==> src/rtl/obstacles_sequencer_pkg.sv <==
// Shared types for the obstacle sequencer: FSM states, one-hot obstacle codes,
// screen coordinate width and the order-rotation helper.
package obstacles_sequencer_pkg;
  localparam int COORD_W = 12;
  typedef logic [COORD_W-1:0] coord_t;

  typedef enum logic [2:0] {
    S_IDLE, S_SELECT, S_START, S_WAIT_WORK, S_RUN, S_GAP, S_OVER
  } seq_state_t;

  localparam logic [3:0] OBS_NONE = 4'b0000;
  localparam logic [3:0] OBS_0    = 4'b0001;
  localparam logic [3:0] OBS_1    = 4'b0010;
  localparam logic [3:0] OBS_2    = 4'b0100;
  localparam logic [3:0] OBS_3    = 4'b1000;

  localparam logic [7:0] LFSR_SEED = 8'hA5;

  function automatic logic [3:0] rotl_code(input logic [3:0] c);
    return {c[2:0], c[3]};
  endfunction
endpackage

==> src/rtl/obstacles_sequencer_if.sv <==
// Game-mode, obstacle handshake and status signals of the obstacle sequencer.
interface obstacles_sequencer_if;
  import obstacles_sequencer_pkg::*;

  logic       game_on, menu_on, play_selected;
  logic       working_in, done_in;
  coord_t     obstacle_x_in, obstacle_y_in, player_x, player_y;
  logic [3:0] selected;
  logic       done_control, player_hit, game_over;
  logic [2:0] lives;

  modport master (
    output game_on, menu_on, play_selected, working_in, done_in,
           obstacle_x_in, obstacle_y_in, player_x, player_y,
    input  selected, done_control, player_hit, lives, game_over
  );

  modport slave (
    input  game_on, menu_on, play_selected, working_in, done_in,
           obstacle_x_in, obstacle_y_in, player_x, player_y,
    output selected, done_control, player_hit, lives, game_over
  );
endinterface

==> src/rtl/obstacles_collision_check.sv <==
// Player box vs. drawn obstacle pixel compare; hit flag registered (1-cycle latency).
module obstacles_collision_check
  import obstacles_sequencer_pkg::*;
#(
  parameter int PLAYER_SIZE = 20
) (
  input  logic   pclk,
  input  logic   rst,
  input  coord_t obstacle_x,
  input  coord_t obstacle_y,
  input  coord_t player_x,
  input  coord_t player_y,
  output logic   hit
);
  localparam int SUM_W = COORD_W + 1;

  // One extra bit so a player near the right/bottom edge never wraps to a small bound.
  logic [SUM_W-1:0] x_hi, y_hi;
  logic             present, in_x, in_y;

  assign x_hi    = {1'b0, player_x} + SUM_W'(PLAYER_SIZE - 1);
  assign y_hi    = {1'b0, player_y} + SUM_W'(PLAYER_SIZE - 1);
  assign present = (obstacle_x != '0) || (obstacle_y != '0);
  assign in_x    = (obstacle_x >= player_x) && ({1'b0, obstacle_x} <= x_hi);
  assign in_y    = (obstacle_y >= player_y) && ({1'b0, obstacle_y} <= y_hi);

  always_ff @(posedge pclk) begin
    if (rst) hit <= 1'b0;
    else     hit <= present && in_x && in_y;
  end
endmodule

==> src/rtl/obstacles_sequencer.sv <==
// Obstacle sequencer: picks the next obstacle, starts it, tracks hits/lives/game over.
// Define OBSTACLES_RANDOM_ORDER_EN for LFSR-driven order instead of round-robin.
module obstacles_sequencer
  import obstacles_sequencer_pkg::*;
#(
  parameter int LIVES_INIT    = 3,
  parameter int GAP_CYCLES    = 32000000,
  parameter int HIT_COOLDOWN  = 65000000,
  parameter int PLAYER_SIZE   = 20,
  parameter int START_TIMEOUT = 16
) (
  input logic                  pclk,
  input logic                  rst,
  obstacles_sequencer_if.slave bus
);
  localparam int GAP_W = $clog2(GAP_CYCLES + 1);
  localparam int CD_W  = $clog2(HIT_COOLDOWN + 1);
  localparam int TO_W  = $clog2(START_TIMEOUT + 1);
  localparam logic [GAP_W-1:0] GAP_LAST = GAP_W'(GAP_CYCLES - 1);
  localparam logic [TO_W-1:0]  TO_LAST  = TO_W'(START_TIMEOUT - 1);

  seq_state_t       state, state_n;
  logic [3:0]       selected, sel_n, rr_ptr, ptr_n, next_code, next_ptr;
  logic             done_control, dc_n, player_hit, hit_n, game_over, over_n;
  logic [2:0]       lives, lives_n;
  logic [GAP_W-1:0] gap_cnt, gap_n;
  logic [TO_W-1:0]  to_cnt, to_n;
  logic [CD_W-1:0]  cooldown, cd_n;
  logic             hit_q, working_q, count_hit, abort;

  obstacles_collision_check #(.PLAYER_SIZE(PLAYER_SIZE)) u_coll (
    .pclk       (pclk),
    .rst        (rst),
    .obstacle_x (bus.obstacle_x_in),
    .obstacle_y (bus.obstacle_y_in),
    .player_x   (bus.player_x),
    .player_y   (bus.player_y),
    .hit        (hit_q)
  );

`ifdef OBSTACLES_RANDOM_ORDER_EN
  logic [7:0] lfsr;
  logic [3:0] rand_code;

  always_ff @(posedge pclk) begin
    if (rst) lfsr <= LFSR_SEED;
    else     lfsr <= {lfsr[6:0], lfsr[7] ^ lfsr[5] ^ lfsr[4] ^ lfsr[3]};
  end

  // rr_ptr holds the previously issued code; never repeat it back-to-back.
  assign rand_code = 4'b0001 << lfsr[1:0];
  assign next_code = (rand_code == rr_ptr) ? rotl_code(rand_code) : rand_code;
  assign next_ptr  = next_code;
`else
  assign next_code = rr_ptr;
  assign next_ptr  = rotl_code(rr_ptr);
`endif

  always_ff @(posedge pclk) begin
    if (rst) state <= S_IDLE;
    else     state <= state_n;
  end

  always_comb begin
    state_n   = state;
    sel_n     = selected;
    ptr_n     = rr_ptr;
    dc_n      = 1'b0;
    hit_n     = 1'b0;
    lives_n   = lives;
    over_n    = game_over;
    gap_n     = gap_cnt;
    to_n      = to_cnt;
    cd_n      = (cooldown != '0) ? cooldown - CD_W'(1) : '0;
    count_hit = (state == S_RUN) && hit_q && (cooldown == '0);
    abort     = (bus.menu_on || !bus.play_selected) && (state != S_OVER);

    case (state)
      S_IDLE: begin
        sel_n = OBS_NONE;
        if (bus.game_on && bus.play_selected && !bus.menu_on) begin
          lives_n = 3'(LIVES_INIT);
          state_n = S_SELECT;
        end
      end
      S_SELECT: begin
        sel_n   = next_code;
        ptr_n   = next_ptr;
        state_n = S_START;
      end
      // selected became visible on entry here; the start pulse follows one cycle later.
      S_START: begin
        dc_n    = 1'b1;
        to_n    = '0;
        state_n = S_WAIT_WORK;
      end
      S_WAIT_WORK: begin
        if (bus.working_in) state_n = S_RUN;
        else if (to_cnt == TO_LAST) begin
          state_n = S_GAP;
          gap_n   = '0;
        end else to_n = to_cnt + TO_W'(1);
      end
      S_RUN: begin
        if (bus.done_in || (working_q && !bus.working_in)) begin
          state_n = S_GAP;
          gap_n   = '0;
        end
        if (count_hit) begin
          hit_n   = 1'b1;
          lives_n = lives - 3'd1;
          cd_n    = CD_W'(HIT_COOLDOWN);
          if (lives == 3'd1) begin
            state_n = S_OVER;
            sel_n   = OBS_NONE;
            over_n  = 1'b1;
          end
        end
      end
      S_GAP: begin
        if (gap_cnt == GAP_LAST) state_n = S_SELECT;
        else gap_n = gap_cnt + GAP_W'(1);
      end
      S_OVER: begin
        sel_n  = OBS_NONE;
        over_n = 1'b1;
        if (bus.menu_on) begin
          state_n = S_IDLE;
          over_n  = 1'b0;
        end
      end
      default: state_n = S_IDLE;
    endcase

    // Leaving play drops everything except the life count.
    if (abort) begin
      state_n = S_IDLE;
      sel_n   = OBS_NONE;
      dc_n    = 1'b0;
      hit_n   = 1'b0;
      lives_n = lives;
      gap_n   = '0;
      to_n    = '0;
      cd_n    = '0;
    end
  end

  always_ff @(posedge pclk) begin
    if (rst) begin
      selected     <= OBS_NONE;
      rr_ptr       <= OBS_0;
      done_control <= 1'b0;
      player_hit   <= 1'b0;
      lives        <= '0;
      game_over    <= 1'b0;
      gap_cnt      <= '0;
      to_cnt       <= '0;
      cooldown     <= '0;
      working_q    <= 1'b0;
    end else begin
      selected     <= sel_n;
      rr_ptr       <= ptr_n;
      done_control <= dc_n;
      player_hit   <= hit_n;
      lives        <= lives_n;
      game_over    <= over_n;
      gap_cnt      <= gap_n;
      to_cnt       <= to_n;
      cooldown     <= cd_n;
      working_q    <= bus.working_in;
    end
  end

  assign bus.selected     = selected;
  assign bus.done_control = done_control;
  assign bus.player_hit   = player_hit;
  assign bus.lives        = lives;
  assign bus.game_over    = game_over;
endmodule

==> src/flat_wrapper.sv <==
// flat-port wrapper written by rule: the top's interface ports become plain ports
module obstacles_sequencer_flat import obstacles_sequencer_pkg::*;
#(
  parameter int LIVES_INIT    = 3,
  parameter int GAP_CYCLES    = 32000000,
  parameter int HIT_COOLDOWN  = 65000000,
  parameter int PLAYER_SIZE   = 20,
  parameter int START_TIMEOUT = 16
)
  (pclk, rst, bus_game_on, bus_menu_on, bus_play_selected, bus_working_in, bus_done_in, bus_obstacle_x_in, bus_obstacle_y_in, bus_player_x, bus_player_y, bus_selected, bus_done_control, bus_player_hit, bus_lives, bus_game_over);
  obstacles_sequencer_if bus_i ();
  input logic pclk;
  input logic rst;
  input wire logic [$bits(bus_i.game_on)-1:0] bus_game_on;
  input wire logic [$bits(bus_i.menu_on)-1:0] bus_menu_on;
  input wire logic [$bits(bus_i.play_selected)-1:0] bus_play_selected;
  input wire logic [$bits(bus_i.working_in)-1:0] bus_working_in;
  input wire logic [$bits(bus_i.done_in)-1:0] bus_done_in;
  input wire logic [$bits(bus_i.obstacle_x_in)-1:0] bus_obstacle_x_in;
  input wire logic [$bits(bus_i.obstacle_y_in)-1:0] bus_obstacle_y_in;
  input wire logic [$bits(bus_i.player_x)-1:0] bus_player_x;
  input wire logic [$bits(bus_i.player_y)-1:0] bus_player_y;
  output wire logic [$bits(bus_i.selected)-1:0] bus_selected;
  output wire logic [$bits(bus_i.done_control)-1:0] bus_done_control;
  output wire logic [$bits(bus_i.player_hit)-1:0] bus_player_hit;
  output wire logic [$bits(bus_i.lives)-1:0] bus_lives;
  output wire logic [$bits(bus_i.game_over)-1:0] bus_game_over;
  assign bus_i.game_on = bus_game_on;
  assign bus_i.menu_on = bus_menu_on;
  assign bus_i.play_selected = bus_play_selected;
  assign bus_i.working_in = bus_working_in;
  assign bus_i.done_in = bus_done_in;
  assign bus_i.obstacle_x_in = bus_obstacle_x_in;
  assign bus_i.obstacle_y_in = bus_obstacle_y_in;
  assign bus_i.player_x = bus_player_x;
  assign bus_i.player_y = bus_player_y;
  assign bus_selected = bus_i.selected;
  assign bus_done_control = bus_i.done_control;
  assign bus_player_hit = bus_i.player_hit;
  assign bus_lives = bus_i.lives;
  assign bus_game_over = bus_i.game_over;
  obstacles_sequencer #(.LIVES_INIT(LIVES_INIT), .GAP_CYCLES(GAP_CYCLES), .HIT_COOLDOWN(HIT_COOLDOWN), .PLAYER_SIZE(PLAYER_SIZE), .START_TIMEOUT(START_TIMEOUT)) u_core (.pclk(pclk), .rst(rst), .bus(bus_i));
endmodule
==> config.mk <==
export PLATFORM = sky130hd
export DESIGN_NAME = obstacles_sequencer_flat
export DESIGN_NICKNAME = d
export VERILOG_FILES = /design/src/rtl/obstacles_sequencer_pkg.sv /design/src/rtl/obstacles_sequencer_if.sv /design/src/rtl/obstacles_collision_check.sv /design/src/rtl/obstacles_sequencer.sv /design/src/flat_wrapper.sv
export SDC_FILE = /design/constraint.sdc
export NUM_CORES = 1
export LEC_CHECK = 0
export ABC_AREA = 1
export CORE_MARGIN = 3
export CORE_UTILIZATION = 33
export CTS_CLUSTER_SIZE = 28
export DETAILED_ROUTE_END_ITERATION = 8
export GPL_ROUTABILITY_DRIVEN = 0
export GPL_TIMING_DRIVEN = 0
export PLACE_DENSITY = 0.5
export RECOVER_POWER = 25
export SLEW_MARGIN = 20
export SYNTH_ARGS = -nofsm -noshare
export SYNTH_HDL_FRONTEND = slang
export SYNTH_HIERARCHICAL = 1
export SYNTH_SLANG_ARGS = --single-unit
export TNS_END_PERCENT = 1
==> constraint.sdc <==
create_clock -name pclk -period 2.9 [get_ports pclk]
set_clock_uncertainty 0.2 [all_clocks]
set_input_delay 0.29 -clock pclk [delete_from_list [all_inputs] [get_ports pclk]]
set_output_delay 0.29 -clock pclk [all_outputs]
set_load 0.01 [all_outputs]
== Word level (Yosys, flattened, before mapping) ==
Cells that the tools add are included.
Widths: inputs -> output; s select.
Operators by class
  add/subtract/negate cells: 6
  $mul: 0
  divide/modulo/power cells: 0
  order comparisons: 4
  equal/unequal tests: 21
  shift operators: 0
  muxes and demuxes: 32
  bitwise operators: 2
  reductions and logical operators: 35
Operators by type and width (count)
  $mux 25: 4
  $mux 26: 3
  $pmux 25 s3: 1
  $mux 3: 10
  $add 12x5->13 const B: 2
  $le 12x13->1: 2
  $logic_not 26->1: 1
  $reduce_bool 26->1: 1
  $sub 26x1->26 const B: 1
  $add 25x1->25 const B: 1
  $eq 25x25->1 const B: 1
  $ge 12x12->1: 2
  $reduce_bool 12->1: 2
  $pmux 3 s7: 1
  $ne 2x2->1 const B: 6
  $pmux 4 s3: 1
  $logic_and 1x1->1: 10
  $mux 5: 2
  $pmux 5 s2: 1
  $eq 3x3->1 const B: 3
  $reduce_and 3->1: 3
  $mux 4: 2
  $ne 2x1->1 const B: 4
  $reduce_and 4->1: 2
  other kinds (19): 34
Word-level totals
  bits in registers: 75
  bits in latches: 0
  RAM bits: 0
  ROM bits: 0
  bits of input ports: 55
  output and inout port bits: 10
  word-level logic and storage cells: 112
  memories: 0

== Logic depth before layout (Yosys ltp) ==
  depth in word-level cells: 7
  mapped depth: 18
  depth with buffers taken out: 18

== Hierarchy ==
The synthesis kept the hierarchy.
By module, submodules not included
  obstacles_sequencer: instances 1, cells an instance 627, area each 4097.7 um2
  obstacles_collision_check: instances 1, cells an instance 311, area each 1861.8 um2

== Least setup slack after synthesis ==
OpenSTA, ideal clock, no wires.
  kind: input to register
  start: input port bus_player_x[1]
  end: register u_core.u_coll.hit
  library setup time: 0.064 ns
  arrival: 2.040 ns
  required time: 2.636 ns
  slack: 0.596 ns
  stages: 18
  buffers on the path: 0
  cell sequence: inv_1 -> ha_1 -> nor2_1 -> nand2_1 -> nand2_2 -> nand3_2 -> nor2_2 -> nand2_1 -> xor2_1 -> ha_1 -> nand3_1 -> nor3_1 -> nand2_1 -> nand2_1 -> inv_1 -> nand2_1 -> nand4_1 -> nor2_1
Between the ends
  cells in the longest elaborated chain, start to end: 5
Ends and longest elaborated chain
  from (decl): line flat_wrapper.sv:21  | input wire logic [$bits(bus_i.player_x)-1:0] bus_player_x;
  $add 12x5->13: line obstacles_collision_check.sv:21  | assign x_hi = {1'b0, player_x} + SUM_W'(PLAYER_SIZE - 1);
  $le 12x13->1: line obstacles_collision_check.sv:24  | assign in_x = (obstacle_x >= player_x) && ({1'b0, obstacle_x} <= x_hi);
  $logic_and 1x1->1 *: line obstacles_collision_check.sv:24
  $logic_and 1x1->1 * (2 in a row): line obstacles_collision_check.sv:29  | else hit <= present && in_x && in_y;
  to (signal assigned): line obstacles_collision_check.sv:29
  to (decl): line obstacles_collision_check.sv:13  | output logic hit
Mark *: on every way between the ends. The rest lies on a longest branch, timed or not.
A chain may end at the register's enable or synchronous reset.

== Worst setup path after layout ==
Same ends and word-level chain as after synthesis.

==> flow_metrics.env <==
export IMPL_status="finished clean"
export IMPL_vias=5603
export IMPL_comb_power_share_pct=45.1
export IMPL_p_seq_share_pct=28.9
export IMPL_p_leak_nw=3.32
export IMPL_clk_transition_reported_paths_ps=60
export IMPL_grt_max_degree=15
export IMPL_max_stage_delay_ps=450
export IMPL_rows=48
export IMPL_syn_area_per_cell_um2=6.35
export IMPL_clk_latency_ps=340
export IMPL_p_clk_share_pct=26.1
export IMPL_mostFrequentLayoutCell="nand2_1"
export IMPL_crit_required_ps=2980
export IMPL_clockBufferDepth=2
export IMPL_synth_seq_cells=75
export IMPL_dp_slack_ps=-337
export IMPL_grtUsageMet3_pct=2.53
export IMPL_final_max_slew_viol_count=0
export IMPL_rsz0062_at_grt="false"
export IMPL_synth_area_leaders="dfxtp_1 25%, nand2_1 17%, ha_1 12%"
export IMPL_path_class="primary input to register"
export IMPL_worst_pin_slew_ps=634
export IMPL_cts_tree="built"
export IMPL_drv_cap=0
export IMPL_critPathLaunchType="primary input"
export IMPL_grt_pass1_wl_mm=25.8
export IMPL_htree_levels=3
export IMPL_fin_crit_sh_pct=92.9
export IMPL_synthArstFlopShare_pct=0
export IMPL_hold_violations=0
export IMPL_worstPathMaxFanout=3
export IMPL_fin_crit_ps=2700
export IMPL_end_kind="register"
export IMPL_antenna_found_initial=0
export IMPL_start_util_pct=34.1
export IMPL_holdCritPathClass="register to register"
export IMPL_synth_area_mm2=0.00596
export IMPL_antenna_left=0
export IMPL_syn_to_final_growth_pct=21.2
export IMPL_setup_violations=0
export IMPL_ys_seq_area_share_pct=25.2
export IMPL_core_mm2=0.0175
export IMPL_wl_mm=15.0
export IMPL_cts_buffers=9
export IMPL_dr_pass1_iters=4
export IMPL_synth_edf_count=0
export IMPL_dieArea_mm2=0.0197
export IMPL_crit_buf_inv=4
export IMPL_clock_root_buffer="clkbuf_16"
export IMPL_die_w_um=140
export IMPL_yosys_area_top_type="dfxtp_1"
export IMPL_power_density_mw_per_mm2=600
export IMPL_cpMostUsedCell="nand2_1"
export IMPL_dieHeight_um=140
export IMPL_intPower_w=0.00258
export IMPL_grt_pass1_vias=5493
export IMPL_layout_setup_ws_ps=205
export IMPL_vias_per_cell=4.50
export IMPL_crit_family="simple AND/OR/NAND/NOR gates"
export IMPL_ir_worst_vdd_uv=455
export IMPL_grt_use_met2_pct=26.0
export IMPL_crit_path_cell_trace="clkdlybuf4s50_1, inv_1, ha_2, nor2_2, nand2_1, nand2_2, nand3_2, nor2_4, buf_4, xor2_1, ha_1, nand2_2, inv_1, nand2_1, nand2_1, a21oi_2, nand2_1, nand2_1, nand4_1, nor2_1"
export IMPL_final_cell_mix="261 x nand2_1, 141 x nor2_1, 124 x inv_1, 75 x dfxtp_1"
export IMPL_n_antenna_cell=0
export IMPL_clock_fmax_mhz=371
export IMPL_syn_num_nets=1050
export IMPL_placement_io_buffers=64
export IMPL_wl_per_cell_um=12.1
export IMPL_grt_overflow=0
export IMPL_grt_use_met1_pct=21.0
export IMPL_synthCells=938
export IMPL_synth_warning_count=6
export IMPL_num_io_pins=65
export IMPL_arrival_ps=2780
export IMPL_dr_first_iter_drc_count=214
export IMPL_swShare_pct=40.6
export IMPL_cts_sinks=75
export IMPL_power_switching_w=0.00176
export IMPL_hpwl_mm=12.1
export IMPL_cp_slowest_cell="clkdlybuf4s50_1"
export IMPL_synth_cell_types=39
export IMPL_finalPower_w=0.00434
export IMPL_synth_top_area_share_pct=25.2
export IMPL_busiest_layer="met2"
export IMPL_grt_usage_pct=15.7
export IMPL_slew_headroom_pct=57.7
export IMPL_fin_nets=1128
export IMPL_drive_gt1_share_pct=8.13
export IMPL_synth_flop_cell="dfxtp_1"
export IMPL_drc_errors=0
power groups by stage:
stage	Combinational (W)	Clock, W	Sequential [W]
3_5_place_dp	0.00197	0	0.00127
4_1_cts	0.00199	0.00117	0.00125
6_report	0.00195	0.00113	0.00125
2_1_floorplan	0.00151	0	0.00125
5_1_grt	0.00231	0.00121	0.00127
3_3_place_gp	0.00198	0	0.00127
cell usage after synthesis (all sizes together) (3+ instances only):
| cell | n |
|---|---|
| nand4 | 12 |
| nand3 | 54 |
| xor2 | 35 |
| dfxtp | 75 |
| nand2 | 279 |
| buf | 6 |
| nor3 | 11 |
| inv | 134 |
| o21ai | 22 |
| a21oi | 64 |
| or2 | 6 |
| a21o | 3 |
| xnor2 | 7 |
| nand3b | 5 |
| ha | 57 |
| nor2 | 151 |
| clkbuf | 5 |
kinds of logic after synthesis:
family	after synthesis	synth area share [%]
compound gates	95	9.05
xor+xnor	42	6.17
fa+ha+maj	57	12.0
buf+inv	145	9.57
flops	75	25.2
simple gates	524	38.0
path summary, 6_finish.rpt:
kind                            from             endpoint  slack (ps)  depth (start not counted)
setup reg to reg     u_core/state[0]  u_core/cooldown[11]         500                          7
setup / recovery     bus_player_x[1]    u_core/u_coll/hit         200                         20
hold reg to reg   u_core/cooldown[0]   u_core/cooldown[0]         220                          1
hold / removal    u_core/cooldown[0]   u_core/cooldown[0]         220                          1
flip-flops by register name, summed over array words and instances, names as in the netlist:
name / count
u_core/cooldown: 26
u_core/gap_cnt: 25
u_core/to_cnt: 5
u_core/bus.selected: 4
u_core/next_code: 4
u_core/bus.lives: 3
u_core/state: 3
u_core/bus.done_control: 1
u_core/bus.game_over: 1
u_core/bus.player_hit: 1
u_core/u_coll/hit: 1
u_core/working_q: 1
what timing repair did:
action / CTS / global route
setup buffers: 0 / 3
endpoints found under the setup margin: 0 / 1
gates resized for setup: 0 / 9
hold buffers: 0 / 0
area by class of cell:
type	count	area [um2]
Tap cell	225	282
Timing Repair Buffer	67	666
Clock inverter	7	76.3
Sequential cell	75	1500
Inverter	134	503
Multi-Input combinational cell	718	3910
Fill cell	1871	10300
Clock buffer	9	225
Buffer	11	65.1
metrics by stage:
stage,hold slack [ps],instance area [um2],util [%],setup TNS [ps],std cells
after global placement,207,6880,39.4,-353,1227
after detailed placement,212,6880,39.4,-337,1227
after CTS,222,7180,41.1,0,1243
final,218,7220,41.3,0,1246
after global routing,265,7220,41.3,0,1246
after floorplan,159,5960,-,0,938
metal layers:
metal / part of all wire, % / routed length [um]
met4: 1.3 / 189
met3: 3.8 / 574
met1: 50 / 7460
met5: 0 / 0
met2: 45 / 6800
No activity file was read; power rests on OpenSTA's default activity.
